### config.mk
export PLATFORM = sky130hd
export DESIGN_NAME = klein_serial_ctrl
export DESIGN_NICKNAME = d
export VERILOG_FILES = /design/src/rtl/klein_pkg.sv /design/src/rtl/klein_sched_rom.sv /design/src/rtl/klein_serial_ctrl.sv
export SDC_FILE = /design/constraint.sdc
export NUM_CORES = 1
export LEC_CHECK = 0
export CORE_AREA = 3 3 53 55
export CTS_BUF_LIST = sky130_fd_sc_hd__clkbuf_8
export DETAILED_ROUTE_END_ITERATION = 8
export DIE_AREA = 0 0 56 58
export PLACE_DENSITY = 0.76
export SYNTH_ARGS = -nofsm -noshare
export SYNTH_HDL_FRONTEND = slang
export SYNTH_HIERARCHICAL = 1
export SYNTH_SLANG_ARGS = --single-unit
export TNS_END_PERCENT = 20
### constraint.sdc
create_clock -name ck -period 1.68 [get_ports ck]
set_input_delay 0.168 -clock ck [delete_from_list [all_inputs] [get_ports ck]]
set_output_delay 0.168 -clock ck [all_outputs]
set_load 0.1 [all_outputs]
### src/rtl/klein_pkg.sv
// klein_pkg: shared types, default round counts and the 8-step serial schedule for KLEIN controllers.
package klein_pkg;

    typedef enum logic [1:0] {S_IDLE, S_RUN, S_FINAL, S_DONE} state_t;
    typedef enum logic [1:0] {M64 = 2'b00, M80 = 2'b01, M96 = 2'b10, MRSV = 2'b11} mode_t;

    localparam int NR64_DEF = 12;
    localparam int NR80_DEF = 16;
    localparam int NR96_DEF = 20;

    localparam logic [3:0] SELS_TAB [0:7] = '{4'b0111, 4'b1011, 4'b1001, 4'b0000,
                                              4'b0111, 4'b0011, 4'b0001, 4'b0000};
    localparam logic [4:0] SELK_TAB [0:7] = '{5'b00000, 5'b01010, 5'b01011, 5'b01010,
                                              5'b01100, 5'b10100, 5'b01110, 5'b01110};

endpackage

### src/rtl/klein_sched_rom.sv
// klein_sched_rom: cnt-indexed lookup of {sels, selk}, forced to zero when not enabled.
module klein_sched_rom
    import klein_pkg::*;
(
    input  logic       en_i,
    input  logic [2:0] cnt_i,
    output logic [3:0] sels_o,
    output logic [4:0] selk_o
);

    assign sels_o = en_i ? SELS_TAB[cnt_i] : '0;
    assign selk_o = en_i ? SELK_TAB[cnt_i] : '0;

endmodule

### src/rtl/klein_serial_ctrl.sv
// klein_serial_ctrl: start/busy/done/ack sequencer for the serial 8-cycle-per-round KLEIN datapath.
// Supports KLEIN-64/80/96 via a mode latched at start; every output is a decode of registered state.
module klein_serial_ctrl
    import klein_pkg::*;
#(
    parameter int NR64 = NR64_DEF,
    parameter int NR80 = NR80_DEF,
    parameter int NR96 = NR96_DEF,
    parameter int RW   = 5
) (
    input  logic          ck,
    input  logic          rst_n,
    input  logic          start,
    input  logic [1:0]    mode,
    input  logic          abort,
    input  logic          ack,
    output logic          busy,
    output logic [RW-1:0] round,
    output logic          round0,
    output logic          round1,
    output logic          last,
    output logic [3:0]    sels,
    output logic [4:0]    selk,
    output logic          done,
    output logic          err
);

    state_t        state_q, state_d;
    logic [2:0]    cnt_q, cnt_d;
    logic [RW-1:0] round_q, round_d;
    logic [RW-1:0] nr_q, nr_d;
    logic          err_q, err_d;
    logic [RW-1:0] nr_sel;

    assign nr_sel = (mode == M64) ? RW'(NR64) : (mode == M80) ? RW'(NR80) : RW'(NR96);

    always_ff @(posedge ck or negedge rst_n) begin
        if (!rst_n) begin
            state_q <= S_IDLE;
            cnt_q   <= '0;
            round_q <= '0;
            nr_q    <= RW'(NR96);
            err_q   <= 1'b0;
        end else begin
            state_q <= state_d;
            cnt_q   <= cnt_d;
            round_q <= round_d;
            nr_q    <= nr_d;
            err_q   <= err_d;
        end
    end

    always_comb begin
        state_d = state_q;
        cnt_d   = cnt_q;
        round_d = round_q;
        nr_d    = nr_q;
        err_d   = 1'b0;
        if (abort) begin
            state_d = S_IDLE;
            cnt_d   = '0;
            round_d = '0;
        end else begin
            unique case (state_q)
                S_IDLE: begin
                    if (start && mode == MRSV) err_d = 1'b1;
                    else if (start) begin
                        state_d = S_RUN;
                        cnt_d   = '0;
                        round_d = '0;
                        nr_d    = nr_sel;
                    end
                end
                S_RUN: begin
                    cnt_d = cnt_q + 3'd1;
                    // round reaches nr exactly as the last round's 8th step retires
                    if (cnt_q == 3'd7) begin
                        round_d = round_q + RW'(1);
                        if (round_q == nr_q - RW'(1)) state_d = S_FINAL;
                    end
                end
                S_FINAL: state_d = S_DONE;
                S_DONE: begin
                    if (ack) begin
                        state_d = S_IDLE;
                        cnt_d   = '0;
                        round_d = '0;
                    end
                end
            endcase
        end
    end

    assign busy   = (state_q == S_RUN) || (state_q == S_FINAL);
    assign round  = round_q;
    assign round0 = (state_q == S_RUN) && (round_q == '0);
    assign round1 = (state_q == S_RUN) && (round_q == RW'(1));
    assign last   = (state_q == S_FINAL);
    assign done   = (state_q == S_DONE);
    assign err    = err_q;

    klein_sched_rom u_rom (
        .en_i   (state_q == S_RUN),
        .cnt_i  (cnt_q),
        .sels_o (sels),
        .selk_o (selk)
    );

endmodule
After elaboration in Yosys (flattened, before gate mapping) --
Memory sizes are Yosys's and may differ from the RTL's. Index checks and enable logic that the tools add are counted.
Storage, ports and cells: ROM bits 72, word-level logic and storage cells 68, register bits after elaboration 16, memories kept 2, output and inout port bits 20, input port bits 7
Cells by class: add/subtract/negate cells 3, eq/ne operators 13, bitwise operators 3, order comparisons 1, multiplexer cells 29, reductions and logical operators 12
Memories:
- (no name shown) | depth 8, width 5, read ports 1, clocked after memory_dff 0, wr ports 0, line klein_sched_rom.sv:12 | assign selk_o = en_i ? SELK_TAB[cnt_i] : '0;
- (no name shown) | depth 8, width 4, read ports 1, clocked after memory_dff 0, wr ports 0, line klein_sched_rom.sv:11 | assign sels_o = en_i ? SELS_TAB[cnt_i] : '0;
Operator list (count):
- 2-to-1 mux 5 bit | 9
- 2-to-1 mux 3 bit | 5
- inequality test 3 bit (second input constant) | 5
- one-hot mux 5 bit (3 select lines) | 1
- 2-to-1 mux 2 bit | 6
- 2-to-1 mux 4 bit | 3
- AND reduction 5 bit | 2
- one-hot mux 3 bit (3 select lines) | 1
- one-hot mux 2 bit (4 select lines) | 1
- AND reduction 4 bit | 2
- equality test 2 bit (second input constant) | 3
- adder 5 x 1 -> 5 bit (second input constant) | 1
- equality test 5 x 1 -> 1 bit (second input constant) | 1
- equality test 5 bit | 1
- logical NOT 5 bit | 1
- subtractor 5 x 1 -> 5 bit (second input constant) | 1
- equality test 2 x 1 -> 1 bit (second input constant) | 2
- >= comparator 4 bit (second input constant) | 1
- logical NOT 2 bit | 2
- NOT 3 -> 4 bit | 1
- nonzero test 4 bit | 1
- adder 3 x 1 -> 3 bit (second input constant) | 1
- equality test 3 bit (second input constant) | 1
- logical AND 1 bit | 3
- 3 further kinds | 6

Depth between registers and ports, before layout --
Gate-level depths: netlist (run 1).
word-level depth 6, gate-level depth with buffers 7, mapped depth without buffers 6

Hierarchy --
Netlist (run 1), hierarchy kept.
Modules (own cells, without submodules):
- klein_serial_ctrl | sequential area each 352.8 um2, instances 1, cells each 91, area an instance 909.6 um2
- klein_sched_rom | sequential area each 0.0 um2, instances 1, cells each 20, area an instance 177.7 um2

Least setup slack after synthesis (run 1) --
Ideal clock, no wire load.
path type reg-to-output, from register state_q[1], to output sels[0], data arrival time 2159 ps, data required time 1512 ps, buffers on the path 0, path slack -647 ps, cell stages (with the launch flop) 4, cell sequence dfrtp_1 > inv_1 > ha_1 > nor2b_1
On the way: longest elaborated chain between the ends 2
RTL lines:
- start, declared | line klein_serial_ctrl.sv:28 | state_t state_q, state_d;
- start signal, assigned | line klein_serial_ctrl.sv:45 | state_q <= state_d;
- equality test 2 x 1 -> 1 bit | line klein_serial_ctrl.sv:103 | .en_i (state_q == S_RUN),
- 2-to-1 mux 4 bit | line klein_sched_rom.sv:11
- end, declared | line klein_serial_ctrl.sv:22 | output logic [3:0] sels,
No other way between the ends.

Final worst setup path (run 1) --
from register state_q[1], to output round1
On the way: longest elaborated chain between the ends 2
RTL lines:
- equality test 2 x 1 -> 1 bit | line klein_serial_ctrl.sv:97 | assign round1 = (state_q == S_RUN) && (round_q == RW'(1));
- logical AND 1 bit | line klein_serial_ctrl.sv:97
- end, declared | line klein_serial_ctrl.sv:20 | output logic round1,
No other way between the ends.

==> results of run 1 <==
## synthesized netlist by cell type (all sizes together)
master / instances / area [um^2]
nor4b: 1 / 8.760
and2: 6 / 41.29
buf: 1 / 5.000
o41ai: 1 / 8.760
a21o: 1 / 7.510
nand2: 6 / 22.52
dfstp: 2 / 52.55
dfrtp: 12 / 300.3
o21a: 1 / 7.510
o32ai: 2 / 17.52
nor2: 2 / 7.510
and3b: 2 / 20.02
or3: 1 / 6.260
xor2: 2 / 17.52
nand4b: 1 / 8.760
and3: 1 / 7.510
nor3: 2 / 10.01
or2: 3 / 21.28
mux2i: 1 / 10.01
inv: 10 / 37.54
nand2b: 6 / 37.54
xnor3: 1 / 22.52
nor2b: 3 / 18.77
nand3b: 2 / 15.01
o31ai: 7 / 52.55
a21boi: 2 / 22.52
a211oi: 1 / 7.510
o22ai: 1 / 6.260
o21ai: 6 / 30.03
or2b: 1 / 7.510
ha: 16 / 200.2
nand4: 2 / 12.51
a21oi: 5 / 36.29
## per-stage QoR
| step | setup TNS (ps) | worst slack (ps) | utilization | instances |
|---|---|---|---|---|
| 2_1_floorplan | -583.7 | -155.7 | - | 111 |
| 3_3_place_gp | -16.17 | -16.17 | 0.7078 | 182 |
| 3_5_place_dp | -263.3 | -80.22 | 0.7078 | 182 |
| 4_1_cts | -151.5 | -41.04 | 0.7819 | 193 |
| 5_1_grt | -682.7 | -118.2 | 0.8349 | 195 |
| 6_report | -125.3 | -56.92 | 0.8349 | 195 |
## power groups by stage
stage                     registers, W  logic, W  clock network (W)
final                         0.000479   0.00220           0.000291
after global routing          0.000487   0.00232           0.000313
after CTS                     0.000479   0.00201           0.000294
after detailed placement      0.000475   0.00183                  0
after global placement        0.000470   0.00179                  0
after floorplan               0.000489   0.00117                  0
## cell usage in the layout (no fill, tap or decap), types with 3 or more instances in the layout
master / netlist / routed
ha_1: 16 / 6
and2_4: 1 / 3
buf_12: 0 / 19
inv_1: 10 / 7
o21ai_0: 6 / 6
nand2_1: 6 / 5
dfrtp_2: 0 / 6
dfrtp_1: 12 / 6
buf_6: 0 / 6
clkbuf_8: 0 / 3
nor2b_4: 0 / 3
o31ai_1: 7 / 6
nand2b_1: 6 / 4
ha_2: 0 / 5
clkdlybuf4s50_1: 0 / 6
ha_4: 0 / 5
inv_2: 0 / 3
buf_4: 0 / 19
## state kept, by name, summed over array words and instances, names as in the netlist
signal   flops
round        5
state_q      2
nr_q         3
err          1
cnt_q        3
## repair_timing
action                                  4_1_cts  5_1_grt
cloned                                        1        0
setup buffers                                 6        2
endpoints found under the setup margin       20       18
hold buffers                                  0        0
gates resized for setup                      22       22
pin swaps                                    10       13
## layer usage
layer / GRT usage / wire length, um
met5: 0 / 0
met4: 0.08814 / 38
met3: 0.02673 / 120
met2: 0.3539 / 1718
met1: 0.2017 / 1166
## final cells by class
type / instances / area (um^2) / area share
multi-input combinational: 87 / 894.6 / 0.4405
inverter: 10 / 42.54 / 0.02095
timing repair buffer: 50 / 650.6 / 0.3204
clock buffer: 3 / 41.29 / 0.02033
tap: 30 / 37.54 / 0.01848
clock inverter: 1 / 3.754 / 0.001848
sequential: 14 / 360.3 / 0.1774
## worst paths after layout
| path | endpoint | depth (start not counted) |
|---|---|---|
| setup / recovery | round1 | 6 |
| hold reg to reg | nr_q[3] | 1 |
| setup reg to reg | state_q[0] | 6 |
| hold / removal | err | 1 |
| min in group ck | nr_q[3] | 1 |
| max in group asynchronous | round[3] | 2 |
## worst register-to-register path, stage by stage (launching register included)
cell	delay [ps]
dfstp_2	540
inv_2	40
ha_4	250
xor2_1	150
nand4_1	150
a211oi_2	310
o32ai_1	110
## cell families after synthesis
logic type	after synthesis
muxes	1
AOI/OAI and AO/OA	27
buffers and inverters	11
xor gates and xnor gates	3
DFF	14
and+or+nand+nor	39
adders and majority gates	16
==> summary.md, run 1 <==
| Metric | Value |
|---|---|
| Final worst-path cycle share | `1.034` |
| Die width | `56 um` |
| Drt total wl | `3044 um` |
| Syn_area_per_cell | `9.795 um^2` |
| Tot Pwr | `0.002974 W` |
| DRC errors left | `0` |
| 1st-iter DRT viols | `39` |
| Post-Synth Adder-Cell Area | `0.1841` |
| Worst setup margin | `-56.92 ps` |
| Fill count | `119` |
| Post-route cell area | `2031 um^2` |
| Clock latency on the worst-skew pair | `250 ps` |
| Worst clock skew | `1.249 ps` |
| CTS tree | `done` |
| Critical path origin | `state_q[1]` |
| Nature of the critical path endpoint | `output port` |
| Initial antenna violation count | `0` |
| Core Region | `2432 um^2` |
| Total gr overflow | `0` |
| Register area share after synthesis | `0.3245` |
| Combinational share of power | `0.741` |
| DP Area | `1722 um^2` |
| H-tree levels | `1` |
| Die Y | `58 um` |
| Routed WL per cell | `15.61 um` |
| Class of the worst hold path | `input pin to async pin` |
| Placer Congestion | `0.8247` |
| I/O pin cnt | `27` |
| Synth Area in Compound Gates | `0.1807` |
| Leakage | `0.8781 nW` |
| CTS Sinks | `14` |
| Num CTS Buffers | `3` |
| Buf/Inv on CP | `3` |
| Mapped Cells | `111` |
| Clock root buffer | `clkbuf_8` |
| Max FO, Critical Path | `4` |
| Mapped cell area | `1087 um^2` |
| Synthesis Warnings | `6` |
| Worst vdd ir | `0.001897 V` |
| Total track usage | `0.1859` |
| Worst path arrival time | `1570 ps` |
| FF-to-FF setup slack | `-10 ps` |
| Crit-path cells | `inv_2 > ha_4 > nor4b_4 > buf_4 > and2_4 > buf_12` |
| First-pass DRT Iterations | `4` |
| Row cnt | `18` |
| Largest buffer count on any clock path | `2` |
| Sequential power share | `0.161` |
| Die Area | `3248 um^2` |
| Vias | `1,071` |
| CP delay by family, top | `flip-flops` |
| Failing checks | `negative setup slack` |
| Global-route wire length before repair | `4809 um` |
| Synth-to-Final Area Change | `86.77%` |
| # diodes | `0` |
| Final setup vio count | `4` |
| Distinct cells, synth | `38` |
| Number of nets with antenna violations after routing | `0` |
| Hold Violations, Final | `0` |
| Yosys reg bits | `14` |
| Clock Power Share | `0.098` |
| Slew Limit Fails | `0` |
| Switch Pwr | `0.001404 W` |
| XOR/XNOR share of the synthesized area | `0.03682` |
| CP required | `1510 ps` |
| Tmin final | `1737 ps` |
| Simple-gate share of the synthesized area | `0.2255` |
| Vias per cell | `5.492` |
| R2r startpoint | `nr_q[2]` |
| Vias in the first global route | `1,101` |
| Power density over the cells | `1465 nW/um^2` |
| Largest family of logic cells by synthesized area | `simple AND/OR/NAND/NOR gates` |
| Fmax | `575.7 MHz` |
| Slowest stage delay, CP | `400 ps` |
| Internal | `0.001570 W` |
| Mux contribution to synthesized area | `0.009206` |
| Tightest Pin Transition | `370.5 ps` |
| Largest net degree at the start of global routing | `10` |
| Clock Pin Slew Worst Setup and Hold Paths | `60 ps` |
| DPL Wire Length | `2079 um` |
| Setup crit start kind | `flip-flop` |
| Initial Util | `0.4470` |
| Worst path slowest cell | `dfrtp_1` |
| Unrepaired setup endpoints after global routing | `yes` |
| Maxcap violations | `0` |
| Nets | `189` |
| Port bufs | `26` |
| Switch share | `0.4720` |
| Syn_nets | `134` |
| Rel. slew slack | `0.7522` |
| Final hold slack | `196.0 ps` |
| Layout cell share with drive strength beyond 1 | `0.5818` |
| Status | `complete, but fails checks` |
| Crit path kind | `flip-flop to output port` |
(Power assumes the default switching activity.)
==> inputs of run 2 (changes only) <==
CTS_CLUSTER_SIZE = 28   (was unset)
==> results of run 2 <==
The final DEF is identical to that of run 1; final timing and power are the same.
==> inputs of run 3 (changes only) <==
SETUP_SLACK_MARGIN = 0.15   (was unset)
==> summary.md, run 3 (synthesis gave the netlist of run 1 again) <==
| Metric | Value |
|---|---|
| Max FO, Critical Path | `2 (-2)` |
| H-tree levels | `1 (unchanged)` |
| Row cnt | `18 (unchanged)` |
| Placer Congestion | `0.8283 (+0.44%)` |
| Status | `complete, but fails checks` |
| Tightest Pin Transition | `647.9 ps (+277.4 ps)` |
| Largest net degree at the start of global routing | `15 (+5)` |
| Die width | `56 um (unchanged)` |
| CP required | `1800 ps (+290 ps)` |
| DPL Wire Length | `2013 um (-3.2%)` |
| Port bufs | `26 (unchanged)` |
| Die Area | `3248 um^2 (unchanged)` |
| Setup crit start kind | `flip-flop` |
| Class of the worst hold path | `input pin to async pin` |
| Number of nets with antenna violations after routing | `0 (unchanged)` |
| Rel. slew slack | `0.5667 (-0.1855)` |
| Clock Pin Slew Worst Setup and Hold Paths | `60 ps (about the same)` |
| Post-route insts no fill | `187 (-4.1%)` |
| Nature of the critical path endpoint | `flip-flop` |
| Unrepaired setup endpoints after global routing | `yes` |
| Total track usage | `0.1993 (+0.01346)` |
| Num CTS Buffers | `3 (unchanged)` |
| Vias per cell | `5.497 (about the same)` |
| Post-route setup TNS | `-204.8 ps (-79.49 ps)` |
| Slew Limit Fails | `0 (unchanged)` |
| Global-route wire length before repair | `5147 um (+7.0%)` |
| First-pass DRT Iterations | `4 (unchanged)` |
| Vias in the first global route | `1,145 (+4.0%)` |
| Nets | `181 (-4.2%)` |
| Worst setup margin | `-71.49 ps (-14.57 ps)` |
| Maxcap violations | `0 (unchanged)` |
| Synth-to-Final Area Change | `79.75%` |
| # diodes | `0 (unchanged)` |
| Worst path arrival time | `1870 ps (+300 ps)` |
| Core Region | `2432 um^2 (unchanged)` |
| Die Y | `58 um (unchanged)` |
| CTS tree | `done` |
| Fmax | `570.9 MHz (-0.83%)` |
| 1st-iter DRT viols | `22 (-44%)` |
| DP Cell Count | `177 (-2.7%)` |
| DRC errors left | `0 (unchanged)` |
| Leakage | `0.8440 nW (-3.9%)` |
| Largest buffer count on any clock path | `2 (unchanged)` |
| Layout cell share with drive strength beyond 1 | `0.5541 (-0.02768)` |
| Failing checks | `negative setup slack` |
| Final hold slack | `316.1 ps (+120.2 ps)` |
| Hold-fix buffers, CTS | `0 (unchanged)` |
| Final worst-path cycle share | `1.043 (+0.008673)` |
| Drt total wl | `3130 um (+2.8%)` |
| Pre-CTS WS | `-44.50 ps (+35.71 ps)` |
| Routed WL per cell | `16.74 um (+7.2%)` |
| Clock latency on the worst-skew pair | `250 ps (about the same)` |
| Worst clock skew | `5.969 ps (+4.720 ps)` |
| CTS Sinks | `14 (unchanged)` |
| Initial Util | `0.4470 (unchanged)` |
| Commonest non-fill, non-tap cell in the layout | `buf_12` |
| I/O pin cnt | `27 (unchanged)` |
| Tmin final | `1751 ps (+14.57 ps)` |
| Most frequent cells in the layout | `19 x buf_12, 14 x buf_4, 8 x ha_1` |
| Worst vdd ir | `0.001953 V (+3.0%)` |
| Crit path kind | `flip-flop to flip-flop` |
| Initial antenna violation count | `0 (unchanged)` |
| Total gr overflow | `0 (unchanged)` |
| Clock root buffer | `clkbuf_8` |
| Final setup vio count | `7 (+3)` |
| Power density over the cells | `1484 nW/um^2 (+1.3%)` |
| Hold Violations, Final | `0 (unchanged)` |
| Vias | `1,028 (-4.0%)` |
| Max reg flops | `5 (unchanged)` |
## run 3: cell type report
| class | count | area, um^2 |
|---|---|---|
| flip-flops and latches | 14 | 360.3 |
| inverters | 10 | 42.54 |
| fillers | 135 | 478.0 |
| clock inverters | 1 | 3.754 |
| repair buffers | 42 | 579.3 |
| clock buffers | 3 | 41.29 |
| multi-input cells | 87 | 889.6 |
| well taps | 30 | 37.54 |
## run 3: repair_timing
item	in CTS	in global routing
setup buffers	5	0
resized for setup	28	10
cloned	1	0
setup endpoints to repair	21	21
pin swaps	14	13
## run 3: final timing paths
path                       cells after the start          to  startpoint  slack [ps]
max                                            6  state_q[0]     nr_q[2]         -70
min                                            1         err       rst_n         320
max reg2reg                                    6  state_q[0]     nr_q[2]         -70
min reg2reg                                    2     nr_q[4]     nr_q[4]         480
max in group asynchronous                      1    round[3]       rst_n         900
min in group ck                                2     nr_q[4]     nr_q[4]         480
## run 3: where the power goes
part	switching (W)	internal, W
logic	0.00121	0.000919
clock network	0.000122	0.000162
registers	0.0000653	0.000424
## run 3: worst max-delay path, cell delays in order, from the launching register on
cell and delay [ps]:
dfstp_2 540, inv_2 40, ha_4 250, xor2_1 150, nand4_1 180, a211oi_2 340, o32ai_2 120
## run 3: metal layers
metal	wire, um	share of wire	GRT usage	vias to the layer above
met4	77	0.025	0.09153	0
met5	0	0	0	-
met2	1743	0.56	0.3923	37
li1	-	-	-	485
met1	1174	0.38	0.2053	497
met3	135	0.043	0.03118	9
## run 3: through the flow
step	total power, W	util	cell area (um^2)
final	0.002900	0.8035	1954
after global placement	0.002249	0.7006	1704
after global routing	0.003032	0.8035	1954
after detailed placement	0.002288	0.7006	1704
after floorplan	0.001684	-	1141
after CTS	0.002796	0.7891	1919
